File: src/rtl/sr_bank_pkg.sv
// Shared opcode and control-state encodings for the SR bank arbiter.
package sr_bank_pkg;

  typedef enum logic [1:0] {
    OP_HOLD = 2'b00,
    OP_SET  = 2'b01,
    OP_CLR  = 2'b10,
    OP_TOG  = 2'b11
  } op_t;

  typedef enum logic [1:0] {
    IDLE   = 2'b00,
    ISSUE  = 2'b01,
    LOCKED = 2'b10
  } ctrl_state_t;

endpackage

File: src/rtl/sr_cell.sv
// One synchronous set/reset storage cell; s=r=0 holds, s sets, r clears.
module sr_cell (
  input  logic clk,
  input  logic reset,
  input  logic s,
  input  logic r,
  output logic q
);

  // NOTE: sequential state uses non-blocking assignments so every flop samples pre-edge values.
  always_ff @(posedge clk) begin
    if (reset)  q <= 1'b0;
    else if (s) q <= 1'b1;
    else if (r) q <= 1'b0;
  end

endmodule

File: src/rtl/sr_bank_arbiter.sv
// Round-robin arbiter feeding a bank of SR cells through a one-deep command register.
// Optional grant locking is enabled by defining SR_ARB_LOCK_EN.
module sr_bank_arbiter
  import sr_bank_pkg::*;
#(
  parameter int N_REQ = 4,
  parameter int WIDTH = 8,
  parameter int IDXW  = 3
) (
  input  logic                   clk,
  input  logic                   reset,
  input  logic [N_REQ-1:0]       req,
  input  logic [2*N_REQ-1:0]     op,
  input  logic [IDXW*N_REQ-1:0]  idx,
`ifdef SR_ARB_LOCK_EN
  input  logic [N_REQ-1:0]       lock,
`endif
  output logic [N_REQ-1:0]       gnt,
  output logic [WIDTH-1:0]       q,
  output logic                   busy,
  output logic                   err
);

  localparam int PW = (N_REQ > 1) ? $clog2(N_REQ) : 1;

  ctrl_state_t     state;
  logic [PW-1:0]   ptr;
  logic [PW-1:0]   win;
  logic [PW-1:0]   pos;
  logic [PW-1:0]   next_ptr;
  logic            found;
  logic            locking;
  logic [1:0]      sel_op;
  logic [IDXW-1:0] sel_idx;
  logic            sel_lock;
  op_t             pend_op;
  logic [IDXW-1:0] pend_idx;
  logic [WIDTH-1:0] s;
  logic [WIDTH-1:0] r;
`ifdef SR_ARB_LOCK_EN
  logic [PW-1:0]   owner;
`endif

  // NOTE: every always_comb output gets a default first so no path can infer a latch.
  always_comb begin
    found = 1'b0;
    win   = '0;
    pos   = '0;
    for (int k = 0; k < N_REQ; k++) begin
      pos = PW'((int'(ptr) + k) % N_REQ);
      if (!found && req[pos]) begin
        found = 1'b1;
        win   = pos;
      end
    end
`ifdef SR_ARB_LOCK_EN
    if (state == LOCKED) begin
      found = req[owner];
      win   = owner;
    end
`endif
    if (reset) found = 1'b0;
  end

  assign gnt = found ? (N_REQ'(1) << win) : '0;

  always_comb begin
    sel_op   = '0;
    sel_idx  = '0;
    sel_lock = 1'b0;
    for (int k = 0; k < N_REQ; k++) begin
      if (win == PW'(k)) begin
        sel_op  = op[2*k +: 2];
        sel_idx = idx[IDXW*k +: IDXW];
`ifdef SR_ARB_LOCK_EN
        sel_lock = lock[k];
`endif
      end
    end
  end

  assign locking  = found & sel_lock;
  assign next_ptr = (int'(win) == N_REQ - 1) ? '0 : win + 1'b1;
  assign busy     = (state != IDLE);

  // Only the addressed cell sees a drive; TOGGLE derives S/R from q so S=R=1 cannot occur.
  always_comb begin
    s = '0;
    r = '0;
    for (int c = 0; c < WIDTH; c++) begin
      if (busy && int'(pend_idx) == c) begin
        case (pend_op)
          OP_SET:  s[c] = 1'b1;
          OP_CLR:  r[c] = 1'b1;
          OP_TOG: begin
            s[c] = ~q[c];
            r[c] = q[c];
          end
          default: ;
        endcase
      end
    end
  end

  always_ff @(posedge clk) begin
    if (reset) begin
      state    <= IDLE;
      ptr      <= '0;
      err      <= 1'b0;
      pend_op  <= OP_HOLD;
      pend_idx <= '0;
`ifdef SR_ARB_LOCK_EN
      owner    <= '0;
`endif
    end else begin
      if (busy && int'(pend_idx) >= WIDTH) err <= 1'b1;
      if (found) begin
        pend_op  <= op_t'(sel_op);
        pend_idx <= sel_idx;
      end
      if (locking) begin
        state <= LOCKED;
`ifdef SR_ARB_LOCK_EN
        owner <= win;
`endif
      end else if (found) begin
        state <= ISSUE;
        ptr   <= next_ptr;
      end else begin
        state <= IDLE;
      end
    end
  end

  for (genvar c = 0; c < WIDTH; c++) begin : g_cell
    sr_cell u_cell (
      .clk   (clk),
      .reset (reset),
      .s     (s[c]),
      .r     (r[c]),
      .q     (q[c])
    );
  end

  a_no_set_and_reset: assert property (@(posedge clk) disable iff (reset) (s & r) == '0);

endmodule
File: config.mk
export PLATFORM = sky130hd
export DESIGN_NAME = sr_bank_arbiter
export DESIGN_NICKNAME = d
export VERILOG_FILES = /design/src/rtl/sr_bank_pkg.sv /design/src/rtl/sr_cell.sv /design/src/rtl/sr_bank_arbiter.sv
export SDC_FILE = /design/constraint.sdc
export NUM_CORES = 1
export LEC_CHECK = 0
export ABC_AREA = 1
export CORE_UTILIZATION = 46
export CTS_CLUSTER_SIZE = 12
export DETAILED_ROUTE_END_ITERATION = 6
export PLACE_DENSITY = 0.8
export SETUP_SLACK_MARGIN = 0.2
export SYNTH_ARGS = -nofsm -noshare
export SYNTH_HDL_FRONTEND = slang
export SYNTH_SLANG_ARGS = --single-unit
File: constraint.sdc
create_clock -name clk -period 3.3 [get_ports clk]
set_clock_uncertainty 0.1 [all_clocks]
set_input_delay 0.99 -clock clk [delete_from_list [all_inputs] [get_ports clk]]
set_output_delay 0.99 -clock clk [all_outputs]
set_load 0.02 [all_outputs]
==> impl_metrics.env <==
export IMPL_min_period_ns=3.51
export IMPL_synth_edf_count=0
export IMPL_p_int_uw=1070
export IMPL_synthArstFlopShare_pct=0
export IMPL_die_y_um=54.4
export IMPL_cts_tree="done"
export IMPL_vias=1497
export IMPL_setup_viol=4
export IMPL_cp_cell_sequence="buf_6, buf_8, inv_12, nand2_8, nand3_4, nand2_4, nor2_4, nand3_2, nand3_2, nand2_4, buf_12, ha_4, inv_4, nor2_4, buf_6"
export IMPL_crit_path_max_fanout=4
export IMPL_drt_iter0_drc=32
export IMPL_clk_pin_slew_worst_paths_ns=0.09
export IMPL_hold_ws_ns=0.392
export IMPL_globalRouteOverflowTotal=0
export IMPL_place_congestion=0.905
export IMPL_fp_dieArea_um2=2960
export IMPL_start_util_pct=49.6
export IMPL_ys_warn_count=0
export IMPL_syn_area_um2=1260
export IMPL_p_leak_uw=0.000922
export IMPL_synth_distinct_cells=25
export IMPL_status="finished with violations"
export IMPL_drc_errors=0
export IMPL_io_buffers=38
export IMPL_switching_share_pct=50.8
export IMPL_cp_data_arrival_time_ns=2.42
export IMPL_synth_commonest_cells="69 x nand2_1, 26 x nor2_1, 20 x inv_1"
export IMPL_tns_ns=-0.714
export IMPL_routed_wl_um=3470
export IMPL_hpwl_um=2610
export IMPL_grt_pass1_vias=1317
export IMPL_critical_path_class="primary input to output port"
export IMPL_fp_coreArea_um2=2540
export IMPL_finalCoreUtilization_pct=79.8
export IMPL_power_switching_uw=1100
export IMPL_cp_slowest_cell="ha_4"
export IMPL_cts_buffer_depth=2
export IMPL_fill_cells=188
export IMPL_cp_end_kind="output port"
export IMPL_required_ns=2.21
export IMPL_fp_dieW_um=54.4
export IMPL_io_pins=40
export IMPL_cts_sinks=16
export IMPL_p_per_area_nw_per_um2=1070
export IMPL_worst_slack_ns=-0.207
export IMPL_fin_total_pwr_uw=2170
export IMPL_synthCells=205
export IMPL_grt_use_total_pct=23.5
export IMPL_yosysMostFrequentCell="nand2_1"
export IMPL_rsz0062_at_grt="true"
export IMPL_grt_max_degree=15
export IMPL_holdBufCountCts=0
export IMPL_slowest_delay_ns=0.16
export IMPL_maxSlewViolCount=0
export IMPL_antenna_found_initial=0
export IMPL_area_growth_pct=61.0
export IMPL_drive_above_1_share_pct=36.7
export IMPL_ys_seq_area_share_pct=25.4
export IMPL_drt_wirelength_per_cell_um=12.1
export IMPL_diodes=0
export IMPL_violations="setup timing"
export IMPL_synth_area_leaders="dfxtp_1 25%, nand2_1 21%, nor2_1 7.7%"
export IMPL_post_route_period_util_pct=106
export IMPL_avgViaCountPerCell=5.23
export IMPL_rows=18
export IMPL_final_nets=288
export IMPL_grt_pass1_wl_um=5200
export IMPL_ys_seq_elements=16
export IMPL_yosys_area_top_type_share_pct=25.4
export IMPL_cts_htree_levels=1
export IMPL_hold_path_class="flip-flop to flip-flop"
export IMPL_cts_root_buf="clkbuf_4"
export IMPL_syn_nets=235
export IMPL_fmax_mhz=285
export IMPL_clk_latency_ns=0.27
export IMPL_cts_buffers=3
export IMPL_peakVddDrop_v=0.00102
export IMPL_power_frac_comb_pct=82.5
export IMPL_yosys_area_top_type="dfxtp_1"
export IMPL_seqPwrFrac_pct=13.0
export IMPL_ys_flop_type="dfxtp_1"
export IMPL_final_hold_viol_count=0
export IMPL_postRouteAntennaNets=0
export IMPL_clkPwrFrac_pct=4.5
export IMPL_firstDrtPassIters=4
export IMPL_drv_cap=0
export IMPL_startpoint_type="primary input"
export IMPL_syn_mean_instance_area_um2=6.16
## critical path: cells and delay by family
family	cells	cell delay, ns
and+or+nand+nor	8	0.69
adders and majority gates	1	0.16
buffers and inverters	6	0.56
## stage by stage
step / setup slack, ns / cells / cell area [µm²]
final: -0.207 / 286 / 2030
after CTS: -0.212 / 285 / 1980
after floorplan: 0.109 / 205 / 1440
after detailed placement: -1.05 / 279 / 1910
after global routing: -0.263 / 286 / 2030
after global placement: -0.997 / 279 / 1910
## layout make-up
cell class	instances	area (µm²)	area share (%)
multi-input combinational	154	972	47.8
clock buffer	3	22.5	1.11
inverter	23	119	5.85
tap	30	37.5	1.85
sequential	16	320	15.8
timing repair buffer	60	561	27.6
## power groups by stage
stage          logic (µW)  clock network [µW]  registers, µW
6_report             1790                97.4            281
3_3_place_gp         1510                   0            283
4_1_cts              1650                 101            281
5_1_grt              1940                 107            286
2_1_floorplan        1050                   0            273
3_5_place_dp         1540                   0            286
## cell usage in the layout (no fill, tap or decap), types with 2 or more instances in the layout
| cell type | Yosys | layout |
|---|---|---|
| a21oi_1 | 8 | 8 |
| buf_2 | 1 | 3 |
| buf_4 | 9 | 19 |
| buf_6 | 1 | 6 |
| clkbuf_4 | 0 | 3 |
| clkdlybuf4s50_1 | 0 | 30 |
| dfxtp_1 | 16 | 16 |
| ha_4 | 0 | 3 |
| inv_1 | 20 | 9 |
| inv_2 | 3 | 7 |
| inv_4 | 0 | 5 |
| nand2_1 | 69 | 55 |
| nand2_2 | 8 | 14 |
| nand2_4 | 1 | 7 |
| nand2_8 | 0 | 2 |
| nand3_1 | 10 | 5 |
| nand3_2 | 0 | 4 |
| nand3_4 | 1 | 2 |
| nand4_1 | 2 | 2 |
| nor2_1 | 26 | 20 |
| nor2_2 | 0 | 2 |
| nor2_4 | 1 | 5 |
| o21ai_0 | 12 | 10 |
| o21ai_1 | 0 | 2 |
| o221a_2 | 6 | 6 |
## metal layers
layer | routed length, µm | vias to the layer above | global-route usage [%]
met2 | 1850 | 50 | 46.3
met5 | 0 | - | 0
li1 | - | 748 | -
met1 | 1460 | 697 | 26.7
met3 | 153 | 2 | 1.94
met4 | 7 | 0 | 5.13
## worst paths after layout
path,startpoint,to,slack (ns),cells after the start
max,req[0],gnt[1],-0.21,15
min,g_cell[7].u_cell.q,g_cell[7].u_cell.q,0.39,1
max reg2reg,ptr[1],pend_idx[2],0.55,22
min reg2reg,g_cell[7].u_cell.q,g_cell[7].u_cell.q,0.39,1
## registers in the layout, summed over array words and instances (netlist names)
register and cells:
pend_op 2, ptr 2, g_cell.u_cell.q 8, state 1
pend_idx 3
## repair_timing
item | CTS | global route
endpoints found under the hold margin | 0 | 0
setup endpoints to repair | 9 | 8
pin swaps | 12 | 13
resized for setup | 48 | 13
setup buffers | 3 | 1
## logic make-up (layout without fill, tap and decap cells)
family	after synthesis	after routing	synth area share (%)
and+or+nand+nor	119	119	40.7
other	1	1	0.297
buffers and inverters	35	86	13.8
DFF	16	16	25.4
adders and majority gates	4	4	3.96
AOI/OAI and AO/OA	30	30	15.9
(Power assumes the default switching activity.)
